## config.mk

```make
export PLATFORM = sky130hd
export DESIGN_NAME = sat_cnt
export DESIGN_NICKNAME = d
export VERILOG_FILES = /design/src/rtl/sat_cnt.sv
export SDC_FILE = /design/constraint.sdc
export NUM_CORES = 1
export LEC_CHECK = 0
export ABC_AREA = 1
export ABC_CLOCK_PERIOD_IN_PS = 1600
export BUFFER_PORTS_ARGS = -buffer_cell sky130_fd_sc_hd__buf_2
export CORE_AREA = 4 4 52 54
export CTS_CLUSTER_DIAMETER = 100
export DETAILED_ROUTE_END_ITERATION = 12
export DIE_AREA = 0 0 56 58
export GPL_ROUTABILITY_DRIVEN = 0
export PLACE_DENSITY = 0.73
export RECOVER_POWER = 25
export SYNTH_ARGS = -nofsm -noshare
export SYNTH_HDL_FRONTEND = slang
export SYNTH_SLANG_ARGS = --single-unit
```

## constraint.sdc

```tcl
create_clock -name clk -period 1.6 [get_ports clk]
set_input_delay 0.08 -clock clk [delete_from_list [all_inputs] [get_ports clk]]
set_output_delay 0.08 -clock clk [all_outputs]
set_load 0.005 [all_outputs]
```

## src/rtl/sat_cnt.sv

```systemverilog
// Saturating up-counter with synchronous clear; holds at all-ones.
module sat_cnt #(
  parameter int unsigned W = 16
) (
  input  logic         clk,
  input  logic         reset,
  input  logic         inc,
  input  logic         clr,
  output logic [W-1:0] q
);

  logic [W-1:0] q_q, q_d;

  always_comb begin
    q_d = q_q;
    if (clr) begin
      q_d = '0;
    end else if (inc && (q_q != {W{1'b1}})) begin
      q_d = q_q + W'(1);
    end
  end

  always_ff @(posedge clk or negedge reset) begin
    if (!reset) begin
      q_q <= '0;
    end else begin
      q_q <= q_d;
    end
  end

  assign q = q_q;

endmodule

```

# After elaboration in Yosys (flattened, before gate mapping)
# Cells that the tools add are included.
# W data, S select, Z words.
# word_totals
regBits	16
latch_bits	0
ramBits	0
romBits	0
inputBits	4
out_inout_bits	16
elab_cells	7
n_memories	0
# op_classes
addsub	1
multipliers	0
div_mod_pow	0
n_lt_le_gt_ge	0
n_eq_ne	1
n_shift	0
muxes	2
bitwise	0
reduce_logical	2
# ops
cell	n
$mux W16	2
$add A16 B1 Y16 const B	1
$ne A16 B16 Y1 const B	1
$reduce_bool A2 Y1	1
$logic_and A1 B1 Y1	1

# Logic depth before layout (Yosys ltp)
# Gate-level depths: netlist (run 1).
# depth
depth_word	4
mapped_depth	10
mapped_depth_nobuf	9

# Worst setup path before layout (run 1)
# No wires, ideal clock.
# synth_timing
kind	reg-to-reg
from	register q_q[0], in the netlist q[0]
to	register q_q[2], in the netlist q[2]
setup_ns	0.066
t_arrival_ns	1.417
t_required_ns	1.534
path_slack_ns	0.117
stages_incl_launch_ff	10
n_path_buf	1
synth_period_minus_slack_ns	1.483
path_cell_list	dfrtp_1 -> ha_1 -> nand2_2 -> nor2_4 -> nand2_4 -> nor2_1 -> nor2_1 -> buf_2 -> nand4_1 -> nand2_1
# synth_via
elab_chain_len	3
# synth_lines
element	line	rtl
from (decl)	12	logic [W-1:0] q_q, q_d;
from (signal assigned)	27	q_q <= q_d;
$add A16 B1 Y16 or $ne A16 B16 Y1 (tied branches)	19, 18	
$mux W16 or $logic_and A1 B1 Y1 (tied branches)	18	end else if (inc && (q_q != {W{1'b1}})) begin
$mux W16 or $reduce_bool A2 Y1 (tied branches)	--	
# Parallel ways exist; a longest one is shown, timed or not. The select of a mux whose other input is x is not followed.
# A chain may end at the register's enable or synchronous reset.

# Worst setup path in the final report (run 1)
# layout_timing
from	register q_q[5], in the netlist q[5]
to	register q_q[11], in the netlist q[11]
# Same word-level chain as after synthesis.

==> results of run 1 <==
==> synth_stat cells <==
master    count  area (µm²)
o21bai_1      2        15.0
a21oi_1       1        5.00
xnor2_1       2        17.5
buf_2         1        5.00
inv_2         1        3.75
nor2_1       14        52.6
xor2_1        3        26.3
ha_1          1        12.5
nor3_1        1        5.00
nand2_4       2        22.5
nor2_4        2        22.5
nand2_1      55         206
inv_4         1        6.26
or2_2         1        6.26
dfrtp_1      16         400
nand2_2       2        12.5
buf_12        1        20.0
o21ai_0       4        20.0
buf_1         1        3.75
o21ai_4       1        16.3
nand3_1      12        60.1
inv_1        11        41.3
nand4_1       9        56.3
==> cell families (layout without fill, tap and decap cells) <==
group / after synthesis / after routing / share of synthesized area
compound gates: 8 / 8 / 0.0543
xor+xnor: 5 / 5 / 0.0422
fa+ha+maj: 1 / 1 / 0.0121
buf+inv: 16 / 47 / 0.0772
flops: 16 / 16 / 0.386
simple gates: 98 / 98 / 0.428
==> power groups by stage <==
| stage | clock, mW | sequential, mW | combinational [mW] |
|---|---|---|---|
| after floorplan | 0 | 0.421 | 0.0348 |
| after global routing | 0.314 | 0.412 | 0.0767 |
| after global placement | 0 | 0.420 | 0.0602 |
| after CTS | 0.287 | 0.412 | 0.0640 |
| after detailed placement | 0 | 0.420 | 0.0619 |
| final | 0.281 | 0.412 | 0.0670 |
==> worst max-delay path, stage by stage, from the launching register on <==
cell and delay, ps:
dfrtp_1 430, nand2_1 150, nor2_4 190, nand2_4 80, o21ai_4 180, nand2_4 80, inv_4 160, nand2_1 70
nand2_1 80
==> worst min path at each step <==
stage / end / cells past startpoint / slack (ps)
2_1_floorplan: q[0] / 0 / -220
3_3_place_gp: q[13] / 1 / 10
3_5_place_dp: q[5] / 1 / 20
4_1_cts: q[4] / 4 / 50
5_1_grt: q[4] / 4 / 60
6_report: q[4] / 4 / 50
==> cell type report <==
cell class              count  area share
inverters                  13      0.0404
clock buffers               4      0.0286
multi-input cells         112       0.447
flip-flops and latches     16       0.316
well taps                  28      0.0276
repair buffers             30       0.141
==> metrics by stage <==
stage                     setup slack (ps)  std cells  power, mW
after floorplan                        117        144      0.456
after global placement                 134        193      0.480
after detailed placement              56.3        193      0.482
after CTS                             37.1        198      0.763
after global routing                -0.137        203      0.803
final                                  124        203      0.760
==> per-layer routing <==
layer | wire length (µm) | vias to the layer above | GRT usage
met5 | 0 | - | 0
met4 | 17 | 0 | 0.0644
met3 | 93 | 2 | 0.0468
met2 | 1230 | 22 | 0.285
met1 | 1200 | 458 | 0.230
li1 | - | 521 | -
==> repair_timing <==
action,in CTS,in global routing
hold endpoints to repair,16,0
resized for setup,0,3
hold buffers,1,0
endpoints found under the setup margin,0,15
setup buffers,0,5
==> impl_results.md, run 1 <==
* Initial antenna violation count at 0
* Latest clock arrival within the worst-skew pair at 290 ps
* Final WL at 2540 µm
* Utilization after layout at 0.574
* Final Max Tran Viols at 0
* Worst slew margin at 0.412
* Worst-case clock buffer depth at 2
* Cell Int Power at 0.571 mW
* Maxcap violations at 0
* Register share of total power at 0.541
* P_leak at 0.678 nW
* Worst R2R End: q[11]
* Commonest non-fill, non-tap cell in the layout: nand2_1
* Worst Skew at 1.05 ps
* First-pass GRT wire length at 4530 µm
* GR Overflow Total at 0
* Yosys warning total at 0
* Setup Crit Path Kind: register to register
* Critical path endpoint category: register
* Largest net degree at the start of global routing at 17
* TritonCTS clock tree: built
* Multi-input logic area at 567 µm²
* Starting DRT DRC Count at 25
* Die area at 3250 µm²
* Synthesized Nets at 149
* Switching Share at 0.248
* Buffers on Ports at 19
* Htree depth at 1
* Hold Slack at 52.6 ps
* CTS Sinks at 16
* Final setup vio count at 0
* Max reg flops at 16
* Die X at 56 µm
* Critical Path RT at 1840 ps
* R2R cell count at 8
* CP startpoint: q[5]
* Clock-pin slew on the worst setup and hold paths at 100 ps
* Startpoint Class: register
* DP HPWL at 1840 µm
* Finished layout cell area at 1270 µm²
* DP Area at 1180 µm²
* Least-Margin Pin Slew at 881 ps
* Number of synthesized register bits at 16
* Detail Route Antenna Nets at 0
* Share of layout cells above drive strength 1 at 0.257
* Sequential area share after synthesis at 0.386
* Fillers at 221
* Clk network pwr share at 0.370
* Core area at 2210 µm²
* HP Class: input port to register
* Mapped cell area at 1040 µm²
* Most frequent cells in the layout: nand2_1, buf_2, dfrtp_1, nor2_1, nand3_1
* Critical Path Sink: q[11]
* # rows at 17
* Final min period at 1480 ps
* Synth unique cells at 23
* Setup TNS at 0 ps
* Antenna cell count at 0
* WL/cell at 12.5 µm
* Inserted Clock Buffers at 3
* Clk root buf: clkbuf_4
* Maximum fanout along the worst path at 14
* Fin nets at 181
* Vias in the first global route at 1016
* CP Data Arrival Time at 1710 ps
* DR pass1 iterations at 5
* Fin crit share at 0.923
* Die H at 58 µm
* Syn Inst Count at 144
* Vias per std cell at 4.94
* Final Hold Violating Endpoints at 0
* IO Count at 20
* Worst r2r src: q[5]
* Peak supply drop at 410 µV
* DRC viols at 0
* FF+latch area at 400 µm²
* Initial core utilization at 0.469
* PwrDens at 599 nW/µm²
* Total GRT Usage at 0.177
* P_sw at 0.188 mW
* Vias after detailed routing at 1003
* Hold Crit Start: clr
* Maximum clock frequency at 677 MHz
* Combinational Power Share at 0.088
* Area grow syn2layout at 22.3%
* Status: finished clean
* FF-to-FF setup slack at 120 ps
* Synth Area per Inst at 7.20 µm²
No activity file was read; power rests on OpenSTA's default activity.
==> run 2, diff against run 1 <==
--- a/config.mk
+++ b/config.mk
@@ -6,12 +6,12 @@
 export NUM_CORES = 1
 export LEC_CHECK = 0
 export ABC_AREA = 1
-export ABC_CLOCK_PERIOD_IN_PS = 1600
+export ABC_CLOCK_PERIOD_IN_PS = 1550
 export BUFFER_PORTS_ARGS = -buffer_cell sky130_fd_sc_hd__buf_2
-export CORE_AREA = 4 4 52 54
+export CORE_AREA = 4 4 51 53
 export CTS_CLUSTER_DIAMETER = 100
 export DETAILED_ROUTE_END_ITERATION = 12
-export DIE_AREA = 0 0 56 58
+export DIE_AREA = 0 0 55 57
 export GPL_ROUTABILITY_DRIVEN = 0
 export PLACE_DENSITY = 0.73
 export RECOVER_POWER = 25
==> constraint.sdc (replaced) <==
create_clock -name clk -period 1.55 [get_ports clk]
set_input_delay 0.0775 -clock clk [delete_from_list [all_inputs] [get_ports clk]]
set_output_delay 0.0775 -clock clk [all_outputs]
set_load 0.005 [all_outputs]
==> impl_results.md, run 2 (same netlist as run 1, synthesis figures left out) <==
* Commonest non-fill, non-tap cell in the layout: nand2_1
* Critical path endpoint category: register
* IO Count at 20
* Total GRT Usage at 0.185
* Antenna cell count at 0
* Met3 WL at 109 µm
* GR Overflow Total at 0
* HP Class: input port to register
* Max reg flops at 16
* Starting DRT DRC Count at 23
* PwrDens at 511 nW/µm²
* RSZ-0062 raised after global routing: yes
* Die X at 55 µm
* P_leak at 0.789 nW
* Critical Path Sink: q[6]
* Initial antenna violation count at 0
* DRC viols at 0
* DR top layer: met4
* Fin crit share at 0.968
* Critical Path RT at 1780 ps
* First-pass GRT wire length at 4340 µm
* DP HPWL at 1940 µm
* Worst slew margin at 0.389
* Status: finished clean
* Clk root buf: clkbuf_4
* Area grow syn2layout at 38.4%
* R2R cell count at 10
* Final min period at 1500 ps
* Slowest CP cell: dfrtp_1
* Inserted Clock Buffers at 3
* Vias per std cell at 5.17
* Critical path's top delay family: simple AND/OR/NAND/NOR gates
* Setup Crit Path Kind: register to register
* Setup TNS at 0 ps
* Core area at 2150 µm²
* Vias in the first global route at 1052
* Worst R2R End: q[6]
* Met1 WL at 1290 µm
* Die H at 57 µm
* Met2 wire len at 1370 µm
* Bufs and invs on worst path at 2
* Hold Path Stages at 4
* Share of layout cells above drive strength 1 at 0.374
* Final WL at 2860 µm
* Latest clock arrival within the worst-skew pair at 290 ps
* Die area at 3140 µm²
* DR pass1 iterations at 4
* FF-to-FF setup slack at 50 ps
* CTS Sinks at 16
* Least-Margin Pin Slew at 917 ps
* Clock-pin slew on the worst setup and hold paths at 90 ps
* TritonCTS clock tree: built
* Final Max Tran Viols at 0
* Peak supply drop at 443 µV
* CP cell instances: ha_2 -> nand2_2 -> nor2_4 -> nand2_4 -> buf_6 -> o21ai_4 -> nand2_4 -> inv_8 -> nand2_2 -> nand2_1
* Vias after detailed routing at 1127
* Largest net degree at the start of global routing at 17
* WL/cell at 13.1 µm
* Fin nets at 197
* Worst-case clock buffer depth at 2
* Startpoint Class: register
* CP startpoint: q[1]
* Pwr Total at 0.734 mW
* Fillers at 189
* Max stage delay on crit path at 360 ps
* Maximum clock frequency at 667 MHz
* Worst r2r src: q[1]
* Htree depth at 1
* CP Data Arrival Time at 1730 ps
* CP Depth at 10
* Worst Skew at 10.5 ps
* Maximum fanout along the worst path at 7
* Initial core utilization at 0.483
* Most frequent cells in the layout: nand2_1, buf_4, buf_2, dfrtp_1
* Detail Route Antenna Nets at 0
* Final setup vio count at 0
* Final Hold Violating Endpoints at 0
* # rows at 17
* Buffers on Ports at 19
* Maxcap violations at 0
run 2: worst min-delay path by stage:
stage | start | endpoint
after floorplan | reset | q[0]
after global placement | reset | q[5]
after detailed placement | reset | q[5]
after CTS | clr | q[4]
after global routing | clr | q[13]
final | clr | q[4]
run 2: layer usage:
layer / up-vias / global-route usage
met5: - / 0
met4: 0 / 0.0764
met3: 12 / 0.0261
met2: 33 / 0.316
met1: 526 / 0.225
li1: 556 / -
run 2: final cells by class:
class | count | area [µm²] | share of cell area
clock buffer | 3 | 22.5 | 0.0157
inverter | 13 | 61.3 | 0.0427
multi-input combinational | 112 | 609 | 0.425
sequential | 16 | 400 | 0.279
tap | 28 | 35.0 | 0.0244
timing repair buffer | 45 | 295 | 0.206
timing repair inverter | 1 | 11.3 | 0.00785
run 2: what timing repair did:
| item | CTS | global route |
|---|---|---|
| pin swaps | 0 | 14 |
| cloned | 0 | 1 |
| hold buffers | 1 | 0 |
| gates resized for setup | 3 | 19 |
| endpoints found under the hold margin | 16 | 0 |
| buffers inserted | 0 | 3 |
| setup endpoints to repair | 13 | 16 |
run 2: report_power, final:
part | internal [mW] | switching (mW)
sequential | 0.422 | 0.00262
combinational | 0.0266 | 0.0548
clock | 0.0904 | 0.138
run 2: per-stage QoR:
stage	hold WS, ps	cell area (µm²)	util	worst slack [ps]	std cells
after floorplan	-218	1040	-	66.9	144
after global placement	14.8	1300	0.607	-207	210
after detailed placement	14.6	1300	0.607	-294	210
after CTS	69.9	1350	0.627	21.0	214
after global routing	82.5	1440	0.668	-33.7	218
final	85.8	1440	0.668	49.7	218
run 2: worst reg2reg max path, stage by stage (launching register included):
cell     delay, ps
dfrtp_1        360
ha_2           190
nand2_2         70
nor2_4         140
nand2_4         60
buf_6          120
o21ai_4        150
nand2_4        130
inv_8          140
nand2_2         50
nand2_1         50
==> run 3, diff against run 2 <==
--- a/config.mk
+++ b/config.mk
@@ -6,7 +6,7 @@
 export NUM_CORES = 1
 export LEC_CHECK = 0
 export ABC_AREA = 1
-export ABC_CLOCK_PERIOD_IN_PS = 1550
+export ABC_CLOCK_PERIOD_IN_PS = 1600
 export BUFFER_PORTS_ARGS = -buffer_cell sky130_fd_sc_hd__buf_2
 export CORE_AREA = 4 4 51 53
 export CTS_CLUSTER_DIAMETER = 100
==> constraint.sdc (replaced) <==
create_clock -name clk -period 1.6 [get_ports clk]
set_input_delay 0.08 -clock clk [delete_from_list [all_inputs] [get_ports clk]]
set_output_delay 0.08 -clock clk [all_outputs]
set_load 0.005 [all_outputs]
==> impl_results.md, run 3 (same netlist as run 1, synthesis figures left out) <==
* Fin crit share at 0.917
* Hold EP: q[4]
* Slowest CP cell: dfrtp_1
* HP Class: input port to register
* Startpoint Class: register
* Starting DRT DRC Count at 30
* Setup TNS at 0 ps
* Share of layout cells above drive strength 1 at 0.244
* First-pass GRT wire length at 4130 µm
* P_leak at 0.660 nW
* Least-Margin Pin Slew at 939 ps
* RSZ-0062 raised after global routing: no
* Maximum fanout along the worst path at 7
* Initial core utilization at 0.483
* Critical path endpoint category: register
* PwrDens at 567 nW/µm²
* Total GRT Usage at 0.176
* Placed cells at 196
* Largest net degree at the start of global routing at 17
* Detail Route Antenna Nets at 0
* Htree depth at 1
* Buffers on Ports at 19
* Clk root buf: clkbuf_4
* Commonest non-fill, non-tap cell in the layout: nand2_1
* Hold Path Stages at 4
* Die area at 3140 µm²
* CP cell instances: ha_2 -> nand2_2 -> nor2_4 -> nand2_4 -> nor2_2 -> nor2_1 -> buf_4 -> nand4_1 -> nand2_1
* CTS Sinks at 16
* IO Count at 20
* Latest clock arrival within the worst-skew pair at 300 ps
* Maxcap violations at 0
* CP Data Arrival Time at 1660 ps
* Max stage delay on crit path at 400 ps
* Vias per std cell at 5.16
* R2R cell count at 9
* Layout Cells excl Fill at 200
* DRC viols at 0
* # rows at 17
* Setup Crit Path Kind: register to register
* Worst-case clock buffer depth at 2
* Area grow syn2layout at 19.8%
* WL/cell at 12.5 µm
* Status: finished clean
* Maximum clock frequency at 681 MHz
* Antenna cell count at 0
* Final Hold Violating Endpoints at 0
* Max reg flops at 16
* GR Overflow Total at 0
* # Post-CTS Setup Buffers at 0
* DR pass1 iterations at 4
* Die X at 55 µm
* Inserted Clock Buffers at 3
* Critical Path RT at 1800 ps
* Hold Crit Start: clr
* Most frequent cells in the layout: nand2_1, buf_2, dfrtp_1, nor2_1, nand3_1
* Final WL at 2510 µm
* Vias after detailed routing at 1031
* Worst R2R End: q[8]
* Clock-pin slew on the worst setup and hold paths at 100 ps
* Initial antenna violation count at 0
* FF-to-FF setup slack at 130 ps
* TritonCTS clock tree: built
* DP HPWL at 1850 µm
* Worst r2r src: q[0]
* Die H at 57 µm
* Worst Skew at 2.31 ps
* Worst slew margin at 0.374
* Core area at 2150 µm²
* Vias in the first global route at 933
* Final setup vio count at 0
* Peak supply drop at 364 µV
* Fin nets at 179
* Final Max Tran Viols at 0
* Final min period at 1470 ps
-- run 3: worst max path at each step --
stage	cells past startpoint	slack [ps]	to	start
2_1_floorplan	9	120	q[2]	q[0]
3_3_place_gp	9	170	q[0]	q[0]
3_5_place_dp	9	120	q[8]	q[0]
4_1_cts	9	90	q[8]	q[0]
5_1_grt	8	4	q[9]	q[8]
6_report	9	130	q[8]	q[0]
-- run 3: repair_timing --
item                                    in CTS  in global routing
endpoints found under the setup margin       0                  8
hold buffers                                 1                  0
endpoints found under the hold margin       16                  0
resized for setup                            0                  7
-- run 3: where the power goes --
group / switching, mW / internal (mW)
clock: 0.140 / 0.0878
sequential: 0.00377 / 0.408
combinational: 0.0427 / 0.0223
total: 0.186 / 0.518
-- run 3: metrics by stage --
step | hold WS (ps) | total power, mW | instance area [µm²] | setup WS [ps] | utilization
floorplan | -216 | 0.456 | 1040 | 117 | -
CTS | 46.8 | 0.711 | 1230 | 92.9 | 0.573
global route | 79.0 | 0.739 | 1240 | 4.06 | 0.578
detailed placement | 25.5 | 0.483 | 1200 | 123 | 0.558
global placement | 13.0 | 0.480 | 1200 | 167 | 0.558
finish | 56.0 | 0.704 | 1240 | 132 | 0.578
-- run 3: final cells by class --
cell class | count | area, µm²
clock buffers | 3 | 22.5
inverters | 13 | 56.3
well taps | 28 | 35.0
flip-flops and latches | 16 | 400
multi-input cells | 112 | 564
fillers | 217 | 906
repair buffers | 28 | 164
-- run 3: routing by layer --
layer  global-route usage  routed length [µm]
met5                    0                   0
met4               0.0833                  52
met3               0.0235                 143
met2                0.272                1190
met1                0.239                1120
-- run 3: critical path, delay by kind of cell, from the launching register on --
kind | cells | cell delay, ps
simple gates | 7 | 610
flops | 1 | 400
fa+ha+maj | 1 | 200
buf+inv | 1 | 160
